## config.mk

```make
export PLATFORM = sky130hd
export DESIGN_NAME = gshare_predictor
export DESIGN_NICKNAME = d
export VERILOG_FILES = /design/src/rtl/bp_pkg.sv /design/src/rtl/sat_ctr2.sv /design/src/rtl/gshare_predictor.sv
export SDC_FILE = /design/constraint.sdc
export NUM_CORES = 1
export LEC_CHECK = 0
export CORE_MARGIN = 3
export CORE_UTILIZATION = 61
export DETAILED_ROUTE_END_ITERATION = 12
export PLACE_DENSITY = 0.84
export RECOVER_POWER = 100
export SYNTH_ARGS = -nofsm -noshare
export SYNTH_HDL_FRONTEND = slang
export SYNTH_SLANG_ARGS = --single-unit
```

## constraint.sdc

```tcl
create_clock -name clk -period 17.69 [get_ports clk]
set_input_delay 5.307 -clock clk [delete_from_list [all_inputs] [get_ports clk]]
set_output_delay 5.307 -clock clk [all_outputs]
set_load 0.01 [all_outputs]
```

## src/rtl/bp_pkg.sv

```systemverilog
// Shared types and encodings for the branch predictor.
//   ctr_t        : 2-bit saturating counter (bit 1 is the predicted direction)
//   CTR_*        : counter encodings, strong-NT .. strong-T
//   bp_state_t   : predictor FSM states (table init sweep, normal run)
package bp_pkg;

  typedef logic [1:0] ctr_t;

  localparam ctr_t CTR_SNT = 2'b00;
  localparam ctr_t CTR_WNT = 2'b01;
  localparam ctr_t CTR_WT  = 2'b10;
  localparam ctr_t CTR_ST  = 2'b11;

  typedef enum logic {
    BP_INIT = 1'b0,
    BP_RUN  = 1'b1
  } bp_state_t;

endpackage

```

## src/rtl/sat_ctr2.sv

```systemverilog
// Next-state function of a 2-bit saturating direction counter.
//   state_old : current counter value
//   taken     : resolved branch outcome
//   state     : counter value after the update (saturates at 00 / 11)
module sat_ctr2
  import bp_pkg::*;
(
  input  ctr_t state_old,
  input  logic taken,
  output ctr_t state
);

  always_comb begin
    state = state_old;
    if (taken) begin
      if (state_old != CTR_ST) state = ctr_t'(state_old + 2'd1);
    end else begin
      if (state_old != CTR_SNT) state = ctr_t'(state_old - 2'd1);
    end
  end

endmodule

```

## src/rtl/gshare_predictor.sv

```systemverilog
// Global-history branch predictor: table of 2-bit counters indexed by
// PC XOR GHR (GSHARE_HASH_EN defined) or by the GHR alone (macro undefined).
// A sweep after reset writes CTR_INIT to every entry before predicting.
//   clk, rst        : clock, synchronous active-high reset
//   ready           : high once the init sweep has completed
//   pred_valid/pc   : fetch prediction request
//   pred_taken      : predicted direction (combinational)
//   pred_idx/ghr    : table index and pre-shift GHR checkpoint
//   upd_valid/idx/ghr/taken/mispredict : resolve-stage update and GHR repair
module gshare_predictor
  import bp_pkg::*;
#(
  parameter int unsigned GHR_WIDTH = 4,
  parameter int unsigned PHT_IDX_W = 6,
  parameter int unsigned PC_WIDTH  = 32,
  parameter int unsigned PC_LSB    = 2,
  parameter ctr_t        CTR_INIT  = CTR_WNT
) (
  input  logic                 clk,
  input  logic                 rst,
  output logic                 ready,
  input  logic                 pred_valid,
  input  logic [PC_WIDTH-1:0]  pred_pc,
  output logic                 pred_taken,
  output logic [PHT_IDX_W-1:0] pred_idx,
  output logic [GHR_WIDTH-1:0] pred_ghr,
  input  logic                 upd_valid,
  input  logic [PHT_IDX_W-1:0] upd_idx,
  input  logic [GHR_WIDTH-1:0] upd_ghr,
  input  logic                 upd_taken,
  input  logic                 upd_mispredict
);

  localparam int unsigned DEPTH = 1 << PHT_IDX_W;

  bp_state_t            state;
  bp_state_t            state_next;
  logic                 run;
  logic [PHT_IDX_W-1:0] init_ptr;
  logic [GHR_WIDTH-1:0] ghr;
  logic [GHR_WIDTH-1:0] ghr_next;
  ctr_t                 pht [DEPTH];
  logic [PHT_IDX_W-1:0] idx;
  ctr_t                 upd_next;
  logic                 wr_en;
  logic [PHT_IDX_W-1:0] wr_idx;
  ctr_t                 wr_data;
  logic                 unused_pc;

  // FSM state register
  always_ff @(posedge clk) begin
    if (rst) state <= BP_INIT;
    else     state <= state_next;
  end

  // FSM next state: leave INIT once the last entry has been written
  always_comb begin
    state_next = state;
    if (state == BP_INIT && init_ptr == '1) state_next = BP_RUN;
  end

  // FSM outputs
  always_comb begin
    run   = 1'b0;
    ready = 1'b0;
    if (state == BP_RUN) begin
      run   = 1'b1;
      ready = 1'b1;
    end
  end

  // Init sweep pointer; wraps back to zero as the sweep completes
  always_ff @(posedge clk) begin
    if (rst)                  init_ptr <= '0;
    else if (state == BP_INIT) init_ptr <= init_ptr + PHT_IDX_W'(1);
  end

  // Prediction index
`ifdef GSHARE_HASH_EN
  assign idx = pred_pc[PC_LSB +: PHT_IDX_W] ^ PHT_IDX_W'(ghr);
`else
  assign idx = PHT_IDX_W'(ghr);
`endif
  // Keeps the PC port (or its unhashed bits) from reading as dangling
  assign unused_pc = ^pred_pc;

  assign pred_idx   = idx;
  assign pred_ghr   = ghr;
  assign pred_taken = run ? pht[idx][1] : 1'b0;

  sat_ctr2 u_sat_ctr2 (
    .state_old (pht[upd_idx]),
    .taken     (upd_taken),
    .state     (upd_next)
  );

  // Single table write port: sweep during INIT, resolve updates during RUN
  always_comb begin
    wr_en   = 1'b0;
    wr_idx  = upd_idx;
    wr_data = upd_next;
    if (!rst) begin
      if (!run) begin
        wr_en   = 1'b1;
        wr_idx  = init_ptr;
        wr_data = CTR_INIT;
      end else if (upd_valid) begin
        wr_en = 1'b1;
      end
    end
  end

  always_ff @(posedge clk) begin
    if (wr_en) pht[wr_idx] <= wr_data;
  end

  // History: a mispredict repair takes priority over the speculative shift
  // because the same-cycle fetch is being flushed.
  always_comb begin
    ghr_next = ghr;
    if (run) begin
      if (upd_valid && upd_mispredict) ghr_next = GHR_WIDTH'({upd_taken, upd_ghr} >> 1);
      else if (pred_valid)             ghr_next = GHR_WIDTH'({pred_taken, ghr} >> 1);
    end
  end

  always_ff @(posedge clk) begin
    if (rst) ghr <= '0;
    else     ghr <= ghr_next;
  end

endmodule

```

# [Word-level counts from Yosys, hierarchy flattened]
# Memory sizes are Yosys's and may differ from the RTL's. A register that Yosys moved wholly into a read port is not among the register bits.
# Index checks and enable logic that the tools add are counted.
[word_totals] mem_count=1 register_bits=11 elab_cells=33 input_bits=48 output_inout_bits=12 ramBits=128
[memory_table] name="pht" depth=64 width=2 read_ports=2 rd_ports_with_merged_regs=1 write_ports=1 line_no="gshare_predictor.sv:42" rtl="ctr_t pht [DEPTH];"
[op_classes] bitwise=1 reduce_logical=5 n_eq_ne=2 addsub=3 mux=18
[op_table] cell="6-bit two-way mux" n=4
[op_table] cell="2-bit two-way mux" n=5
[op_table] cell="4-bit two-way mux" n=2
[op_table] cell="1-bit two-way mux" n=7
[op_table] cell="6-bit by 1-bit adder with 6-bit output, second input constant" n=1
[op_table] cell="6-bit == test, second input constant" n=1
[op_table] cell="2-bit nonzero test" n=2
[op_table] cell="2-bit by 1-bit adder with 2-bit output, second input constant" n=1
[op_table] cell="1-bit logical AND" n=2
[op_table] cell="2-bit != test, second input constant" n=1
[op_table] cell="2-bit AND reduction" n=1
[op_table] cell="2-bit by 1-bit subtractor with 2-bit output, second input constant" n=1
[op_table] cell="1-bit NOT" n=1

# [Logic depth before layout (Yosys ltp)]
# Gate-level depths: netlist of run 1.
[depth] ltp_word=6 depth_mapped=9 mapped_depth_nobuf=6

# [Hierarchy]
# A second synthesis of run 1 with hierarchy kept.
[hier_totals] cells_unflattened=416 hier_area_um2=6243.5
[modules_own_cells] module="gshare_predictor" area_each_um2=6217.2 cells_each=413 seq_area_each_um2=4144.0 n_inst=1
[modules_own_cells] module="sat_ctr2" area_each_um2=26.3 cells_each=3 seq_area_each_um2=0.0 n_inst=1

# [Worst setup path after synthesis of run 1]
# No wires, ideal clock.
[synth_timing] path_kind="input to register" from="input upd_idx[1]" to="memory pht[0][0] in the netlist's numbering (data pin)" t_required_ns=17.102 arrival_ns=9.062 slack_ns=8.040 n_path_buf=3 setup_ns=0.588 stages=8 cell_sequence="clkbuf_1 clkbuf_1 clkbuf_1 mux4_2 a311oi_1 nand2_1 o211a_1 a31oi_1"
[synth_via] elab_chain_cells=6 word_cells_on_any_way=10 cone_classes="2 x add/sub; 1 x eq/ne; 5 x mux; 1 x reduce/logical; 1 x memory"
[synth_rtl] item="start: declaration" line_no="gshare_predictor.sv:28" rtl="input logic [PHT_IDX_W-1:0] upd_idx,"
[synth_rtl] item="memory 64 x 2 bit *"
[synth_rtl] item="2-bit by 1-bit subtractor with 2-bit output (tied with other cells)" line_no="sat_ctr2.sv:18" rtl="if (state_old != CTR_SNT) state = ctr_t'(state_old - 2'd1);"
[synth_rtl] item="2-bit two-way mux (on tied branches)" line_no="sat_ctr2.sv:18, sat_ctr2.sv:16"
[synth_rtl] item="2-bit two-way mux *" line_no="sat_ctr2.sv:15" rtl="if (taken) begin"
[synth_rtl] item="2-bit two-way mux" line_no="gshare_predictor.sv:103" rtl="if (!run) begin"
[synth_rtl] item="2-bit two-way mux *" line_no="gshare_predictor.sv:102" rtl="if (!rst) begin"
[synth_rtl] item="net wr_data[0]" line_no="gshare_predictor.sv:47" rtl="ctr_t wr_data;"
[synth_rtl] item="end: declaration" line_no="gshare_predictor.sv:42"
# The timed path passes the listed nets; every way through them passes the cells marked *.

# [Final worst setup path of run 1]
[layout_timing] from="input upd_idx[2]" to="memory pht[24][0] in the netlist's numbering (data pin)"
# The elaborated chain is that of the path after synthesis.

==> results.tsv, run 1 <==
metric	value	unit
status	finished, violations left	
failing checks	max-capacitance violations, max-slew violations	
Hold WC Path Type	flip-flop to flip-flop	
post-route minimum period	10240	ps
Hold Path Stages	2	
Worst-Margin Slew	2448	ps
Reg2Reg Setup Slack	12850	ps
Slew HR	-63.98	%
hold_buf cts	0	
RSZ-0062 raised after global routing	false	
IO Pins	60	
commonest non-fill, non-tap cell in the layout	edfxtp_1	
CP Capture Type	flip-flop	
CTS sink cnt	143	
Synth cell types	45	
worst-skew pair later-pin latency	530	ps
DP Wirelength	8255	um
Final Skew	10.86	ps
Post-CTS Setup Repair Bufs	0	
Avg Cell Area, Syn	14.97	sq um
average vias per placed instance	6.500	
area leader, netlist	edfxtp_1	
post-synth top area share	61.42	%
clock tree buffer depth	2	
VDD IR-drop max	0.06985	mV
Die ar.	11510	sq um
Async SR Flop Fraction	0	%
synthesis warning total	0	
CTS tree	yes	
Synth Cell Area	6259	sq um
first-pass GRT wire length	21290	um
TNS Setup	0	ps
CTS root buffer	clkbuf_8	
global placement routability congestion	0.8061	
Synth-to-Final Area Change	13.57	%
Critical Path Fanout Max	33	
die width	107.3	um
# resized after CTS	0	
max-slew violations	75	
Final setup violation count	0	
Leak	2.280	nW
fmax	97.64	MHz
Core Box Area	9864	sq um
starting density of the core	63.44	%
Tot Pwr	0.0007711	W
worst setup margin	7448	ps
Post-synth EDFFs	128	
total CTS buffers	17	
cells after synthesis	418	
most frequent cells in the layout	128 x edfxtp_1, 84 x nor2_1, 29 x nand2_1	
CP arrival	10380	ps
startpoint types	input pin	
total gr overflow	0	
max_cap viols	2	
Antenna Cells	0	
WS Path Type	input pin to flip-flop	
CTS clock-pin slew for the worst setup and hold paths	60	ps
ratio of cells with drive above 1 in the final layout	13.25	%
required time of the critical path	17830	ps
detailed-router iteration count before antenna repair	5	
sequential share of the synthesized area	66.21	%
Residual DRC	0	
origin of the critical flop-to-flop path	pht[51][0]$_DFFE_PP_	
height of the chip	107.3	um
initial antenna violation count	0	
min-delay src	pred_ghr[0]$_SDFFE_PP0P_	
post-DR wirelength/cell	23.46	um
row cnt	36	
initial detailed-routing violation count	396	
Core Util, Final	72.06	%
final WL	13750	um
Vias	3809	
synthesized flop and latch total	143	
vias in the first global route	3816	
Hold Fails Final Rpt	0	
Post-synth top flop	edfxtp_1	
Reg-to-Reg End	pht[24][0]$_DFFE_PP_	
largest net degree at the start of global routing	41	
Total GRT Usage	25.62	%
top cells by area, synth	edfxtp_1 61%, mux4_2 9.0%, mux4_1 5.0%	
pre-CTS setup slack	8665	ps
final net count	489	
H-tree depth	4	
number of cells on the worst reg-to-reg path	7	
ANT nets after route	0	
PortBufs	24	
PD cells	108.5	nW/um^2
Final period util	57.90	%
synth_stat cells, drive strengths merged (2+ instances only):
cell and number:
or3 5, edfxtp 128, buf 10, nand3b 3, xor2 2, a31oi 2, nor2b 4, nand3 12
o21a 3, mux2i 5, nand2b 5, nor2 84, or2 2, dfxtp 15, a22oi 12, a311oi 6
inv 4, nor3 2, a21oi 7, mux4 37, and2 2, o31ai 2, o21ai 9, clkbuf 16
nand2 29
where the power goes:
part           internal (W)  leakage, nW  switching (W)
registers          0.000379         1.28     0.00000142
clock network      0.000205        0.268       0.000136
logic             0.0000159        0.737      0.0000340
area by class of cell:
type	count	area, sq um
sequential	143	4144
fill	607	2756
multi-input combinational	246	1954
clock buffer	20	435.4
timing repair buffer	28	257.7
tap	133	166.4
clock inverter	12	135.1
inverter	4	15.01
metrics by stage:
step / instances / hold WS [ps] / area [sq um]
after floorplan: 419 / 511.8 / 6262
after global placement: 554 / 520.8 / 6564
after detailed placement: 554 / 548.2 / 6564
after CTS: 586 / 549.6 / 7134
after global routing: 586 / 584.4 / 7108
final: 586 / 552.1 / 7108
per-layer routing:
layer  wire length [um]  up-vias  track usage (%)
met4                406        0            12.33
met2               6855      226            39.81
met3               1201       42            6.539
met5                  0        -                0
li1                   -     1662                -
met1               5286     1879            34.19
worst max-delay path, cell delays in order:
cell and delay, ps:
dlygate4sd3_1 1020, nor2_1 350, a22oi_1 360, nand2_1 100
o22a_1 220, o211a_1 140, a31oi_1 1850, clkbuf_1 1020
flip-flops by register name (all words and copies together), names as in the netlist, named ones only:
signal,count
pht,128
init_ptr,6
state,1
pred_ghr,4
kinds of logic after synthesis:
logic type                 share of synthesized area, %
and+or+nand+nor                                   10.46
DFF                                               66.21
AOI/OAI and AO/OA                                 5.258
muxes                                             14.83
buffers and inverters                             2.559
xor gates and xnor gates                         0.4199
adders and majority gates                        0.1999
other                                           0.05992
worst max-delay path by stage:
stage	from	depth (start not counted)	slack [ps]	to
floorplan	upd_idx[1]	8	8040	pht[0][0]$_DFFE_PP_
finish	upd_idx[2]	8	7450	pht[24][0]$_DFFE_PP_
global placement	upd_idx[0]	9	8750	pht[40][1]$_DFFE_PP_
global route	upd_idx[2]	8	7060	pht[32][0]$_DFFE_PP_
detailed placement	upd_idx[2]	8	8660	pht[45][1]$_DFFE_PP_
CTS	upd_idx[0]	9	9190	pht[1][1]$_DFFE_PP_
Note: power is estimated with default switching activity, not from simulation.
==> run 2: changes to the inputs <==
- CORE_UTILIZATION: 61 -> 57
- PLACE_DENSITY: 0.84 -> 0.8
- clock period: 17.69 -> 10.4 ns (I/O delays scaled with it)
==> results.tsv, run 2 (synthesized netlist as in run 1, its figures left out) <==
metric	value	unit	change
final WL	12900	um	-6.2%
total gr overflow	0		unchanged
height of the chip	110.8	um	+3.3%
origin of the critical flop-to-flop path	pht[35][0]$_DFFE_PP_		
placed cells	557		+0.54%
Antenna Cells	0		unchanged
starting density of the core	59.55	%	-3.9 points
initial antenna violation count	0		unchanged
PD cells	185.5	nW/um^2	+71%
final cell count without fillers	589		+0.51%
worst-skew pair later-pin latency	530	ps	about the same
detailed-router iteration count before antenna repair	5		unchanged
DP Wirelength	8046	um	-2.5%
clock tree buffer depth	2		unchanged
Fill cells	719		+18%
CTS sink cnt	143		unchanged
average vias per placed instance	6.297		-3.1%
post-route minimum period	7418	ps	
failing checks	max-capacitance violations, max-slew violations		
ratio of cells with drive above 1 in the final layout	13.47	%	+0.22 points
Final period util	71.33	%	
PortBufs	24		unchanged
Residual DRC	0		unchanged
Max stage delay on crit path	1820	ps	-30 ps
Core Util, Final	67.84	%	-4.2 points
WHS Endpoint	pred_ghr[0]$_SDFFE_PP0P_		
TNS Setup	0	ps	unchanged
Final setup violation count	0		unchanged
CP arrival	7740	ps	-2640 ps
Post-CTS Setup Repair Bufs	0		unchanged
# resized after CTS	0		unchanged
WS Path Type	input pin to flip-flop		
Critical-path top delay cell	a31oi_1		
Final Skew	8.000	ps	-2.857 ps
Reg2Reg Setup Slack	6120	ps	-6730 ps
die width	110.8	um	+3.3%
post-DR wirelength/cell	21.90	um	-6.7%
number of cells on the worst reg-to-reg path	7		unchanged
Tot Pwr	0.001322	W	+71%
total CTS buffers	17		unchanged
fmax	134.8	MHz	
largest net degree at the start of global routing	38		-7.3%
max reg flops	128		unchanged
ANT nets after route	0		unchanged
Die ar.	12270	sq um	+6.6%
initial detailed-routing violation count	370		-6.6%
VDD IR-drop max	0.1076	mV	+54%
CP Capture Type	flip-flop		
vias in the first global route	3739		-2.0%
status	finished, violations left		
row cnt	37		+2.8%
IO Pins	60		unchanged
H-tree depth	4		unchanged
critical path, cell by cell	dlygate4sd3_1, nor2b_1, a22oi_1, a211oi_1, or4_1, nor3_1, a31oi_1, buf_4		
min-delay src	pred_ghr[0]$_SDFFE_PP0P_		
CTS clock-pin slew for the worst setup and hold paths	60	ps	about the same
RSZ-0062 raised after global routing	false		
max-slew violations	34		-55%
Leak	2.295	nW	+0.64%
global placement routability congestion	0.8630		+7.1%
Core Box Area	10510	sq um	+6.5%
Hold Fails Final Rpt	0		unchanged
Total GRT Usage	22.05	%	-3.6 points
CTS tree	yes		
area of the multi-input gates	1954	sq um	unchanged
startpoint types	input pin		
CP bufs+invs	2		unchanged
Reg-to-Reg End	pht[44][0]$_DFFE_PP_		
Synth-to-Final Area Change	13.91	%	
required time of the critical path	10720	ps	-7110 ps
Vias	3709		-2.6%
hold_buf cts	0		unchanged
final net count	489		unchanged
max_cap viols	1		-1
Slew HR	-70.75	%	-6.8 points
CTS root buffer	clkbuf_8		
Crit path max-delay family	compound AO/OA/AOI/OAI gates		
storage element area	4144	sq um	unchanged
Hold Path Stages	2		unchanged
Hold WC Path Type	flip-flop to flip-flop		
Largest Register	pht		
Worst-Margin Slew	2549	ps	+101.0 ps
commonest non-fill, non-tap cell in the layout	edfxtp_1		
most frequent cells in the layout	128 x edfxtp_1, 84 x nor2_1, 29 x nand2_1		
first-pass GRT wire length	20460	um	-3.9%
Critical Path Fanout Max	33		unchanged
-- run 2: cell count changes in the layout (fill, tap and decap cells not counted), sizes merged --
cell / before / now
clkinv: 4 / 6
buf: 3 / 4
clkinvlp: 4 / 3
bufinv: 2 / 3
clkbuf: 22 / 19
-- run 2: worst reg2reg max path, delay by kind of cell, from the launching register on --
| family | cells | cell delay, ps |
|---|---|---|
| AOI/OAI and AO/OA | 4 | 2530 |
| buffers and inverters | 1 | 550 |
| muxes | 1 | 520 |
| DFF | 1 | 400 |
| and+or+nand+nor | 1 | 70 |
-- run 2: how the worst max path moves through the flow --
stage / from / endpoint / slack, ps / cells after the start
2_1_floorplan: upd_idx[1] / pht[0][0]$_DFFE_PP_ / 2940 / 8
3_3_place_gp: upd_idx[0] / pht[40][1]$_DFFE_PP_ / 3640 / 9
3_5_place_dp: upd_idx[0] / pht[40][1]$_DFFE_PP_ / 3570 / 9
4_1_cts: upd_idx[0] / pht[52][1]$_DFFE_PP_ / 4120 / 9
5_1_grt: upd_idx[2] / pht[54][0]$_DFFE_PP_ / 2540 / 8
6_report: upd_idx[2] / pht[44][0]$_DFFE_PP_ / 2980 / 8
-- run 2: report_power, final --
group          switching (W)  internal [W]
logic              0.0000562     0.0000276
clock network       0.000227      0.000365
registers         0.00000243      0.000644
total               0.000286       0.00104
-- run 2: stage by stage --
step | setup slack, ps | hold WS, ps | cell area [sq um]
global placement | 3635 | 520.4 | 6568
floorplan | 2937 | 511.8 | 6262
detailed placement | 3572 | 532.0 | 6568
finish | 2982 | 546.2 | 7129
global route | 2543 | 565.4 | 7129
CTS | 4118 | 545.7 | 7152
-- run 2: per-layer routing --
| layer | global-route usage (%) | share of wire (%) |
|---|---|---|
| met3 | 6.004 | 8.6 |
| met4 | 7.718 | 2.3 |
| met5 | 0 | 0 |
| met1 | 29.07 | 39 |
| met2 | 35.72 | 50 |
-- run 2: area by class of cell --
class,count,share of cell area (%)
Multi-Input combinational cell,246,27.41
Clock buffer,18,5.862
Timing Repair Buffer,28,3.668
Sequential cell,143,58.13
Clock inverter,14,2.334
Inverter,4,0.2106
Tap cell,136,2.387
==> run 3: changes to the inputs <==
- clock period: 10.4 -> 7.3 ns (I/O delays scaled with it)
==> results.tsv, run 3 (synthesized netlist as in run 1, its figures left out) <==
metric	value	unit	change
CTS sink cnt	143		unchanged
WS Path Type	input pin to flip-flop		
Critical-path top delay cell	buf_2		
CTS root buffer	clkbuf_8		
Max stage delay on crit path	720	ps	-1100 ps
Final setup violation count	0		unchanged
max_cap viols	1		unchanged
max-slew violations	33		-2.9%
Hold Path Stages	2		unchanged
Final period util	83.06	%	
Reg2Reg Setup Slack	3700	ps	-2420 ps
Worst-Margin Slew	1510	ps	-1039 ps
CP bufs+invs	3		+1
initial antenna violation count	0		unchanged
critical path, cell by cell	buf_2, clkbuf_1, mux4_2, a22oi_1, a21oi_1, or4_1, or2_0, a31o_1, clkbuf_2		
H-tree depth	4		unchanged
startpoint types	input pin		
VDD IR-drop max	0.1641	mV	+52%
Final Skew	10.41	ps	+2.410 ps
CP arrival	6200	ps	-1540 ps
Synth-to-Final Area Change	15.05	%	
RSZ-0062 raised after global routing	false		
min-delay src	pred_ghr[0]$_SDFFE_PP0P_		
Core Box Area	10510	sq um	unchanged
sw frac	21.39	%	-0.23 points
number of cells on the worst reg-to-reg path	7		unchanged
PortBufs	24		unchanged
Hold WC Path Type	flip-flop to flip-flop		
ratio of cells with drive above 1 in the final layout	14.10	%	+0.63 points
failing checks	max-capacitance violations, max-slew violations		
# resized after CTS	0		unchanged
Reg-to-Reg End	pht[15][1]$_DFFE_PP_		
Crit path max-delay family	buffers and inverters		
max reg flops	128		unchanged
total gr overflow	0		unchanged
DP Wirelength	8723	um	+8.4%
hold_buf cts	0		unchanged
largest net degree at the start of global routing	36		-5.3%
Largest Register	pht		
share of total power in the clock network	47.0	%	+2.2 points
final net count	490		+0.20%
first-pass GRT wire length	20830	um	+1.8%
clock tree buffer depth	2		unchanged
final WL	13250	um	+2.7%
required time of the critical path	7430	ps	-3290 ps
total CTS buffers	17		unchanged
Die ar.	12270	sq um	unchanged
ANT nets after route	0		unchanged
placed cell area	6588	sq um	+0.30%
die width	110.8	um	unchanged
internal power	0.001546	W	+49%
row cnt	37		unchanged
origin of the critical flop-to-flop path	pht[13][1]$_DFFE_PP_		
CP Capture Type	flip-flop		
CTS tree	yes		
worst-skew pair later-pin latency	540	ps	about the same
detailed-router iteration count before antenna repair	5		unchanged
Slew HR	-1.015	%	+70 points
vias in the first global route	3746		+0.19%
fmax	164.9	MHz	
initial detailed-routing violation count	469		+27%
WHS	530.8	ps	-15.42 ps
post-DR wirelength/cell	22.46	um	+2.5%
average vias per placed instance	6.402		+1.7%
TNS Setup	0	ps	unchanged
Antenna Cells	0		unchanged
starting density of the core	59.55	%	unchanged
Hold Fails Final Rpt	0		unchanged
Vias	3777		+1.8%
Total GRT Usage	22.51	%	+0.46 points
Critical Path Fanout Max	35		+6.1%
post-route minimum period	6064	ps	
Leak	2.327	nW	+1.4%
Residual DRC	0		unchanged
PD cells	273.2	nW/um^2	+47%
sequential power share	46.8	%	-2.1 points
most frequent cells in the layout	128 x edfxtp_1, 84 x nor2_1, 29 x nand2_1		
IO Pins	60		unchanged
switching power	0.0004207	W	+47%
design area	7201	sq um	+1.0%
combinational share of power	6.3	%	about the same
Post-CTS Setup Repair Bufs	0		unchanged
CTS clock-pin slew for the worst setup and hold paths	60	ps	about the same
status	finished, violations left		
height of the chip	110.8	um	unchanged
commonest non-fill, non-tap cell in the layout	edfxtp_1		
global placement routability congestion	0.8438		-2.2%
## run 3: routing by layer
layer	part of all wire, %	vias to the layer above	GRT usage (%)
li1	-	1656	-
met1	39	1887	29.69
met2	50	197	36.21
met3	8.5	37	5.240
met4	3.0	0	9.688
met5	0	-	0
## run 3: worst max-delay path by stage
stage / slack (ps) / from / end / cells past startpoint
3_3_place_gp: 1250 / upd_idx[0] / pht[14][1]$_DFFE_PP_ / 9
4_1_cts: 1690 / upd_idx[0] / pht[13][1]$_DFFE_PP_ / 9
3_5_place_dp: 1140 / upd_idx[0] / pht[13][1]$_DFFE_PP_ / 9
2_1_floorplan: 770 / upd_idx[1] / pht[0][0]$_DFFE_PP_ / 8
5_1_grt: 860 / upd_idx[0] / pht[1][1]$_DFFE_PP_ / 9
6_report: 1240 / upd_idx[0] / pht[15][1]$_DFFE_PP_ / 9
## run 3: power groups by stage
stage | registers, W | logic, W | clock network (W)
after floorplan | 0.000938 | 0.0000801 | 0
after global placement | 0.000936 | 0.000120 | 0
after detailed placement | 0.000937 | 0.000125 | 0
after CTS | 0.000920 | 0.000126 | 0.000927
after global routing | 0.000921 | 0.000134 | 0.000964
final | 0.000920 | 0.000123 | 0.000924
## run 3: area by class of cell
class | count | area (sq um)
timing repair buffer | 29 | 279.0
multi-input combinational | 246 | 1961
fill | 680 | 3308
inverter | 4 | 15.01
clock buffer | 17 | 414.1
clock inverter | 15 | 217.7
sequential | 143 | 4144
tap | 136 | 170.2
## run 3: worst reg2reg max path, delay by kind of cell, from the launching register on
family | cells | cell delay, ps
buffers and inverters | 1 | 550
muxes | 1 | 570
and+or+nand+nor | 2 | 770
AOI/OAI and AO/OA | 3 | 900
DFF | 1 | 400
## run 3: through the flow
stage	std cells	total power (W)	util (%)	worst slack (ps)
global route	590	0.002019	68.52	859.5
finish	590	0.001967	68.52	1236
floorplan	419	0.001018	-	767.1
detailed placement	558	0.001062	62.69	1142
CTS	590	0.001973	68.70	1693
global placement	558	0.001056	62.69	1249
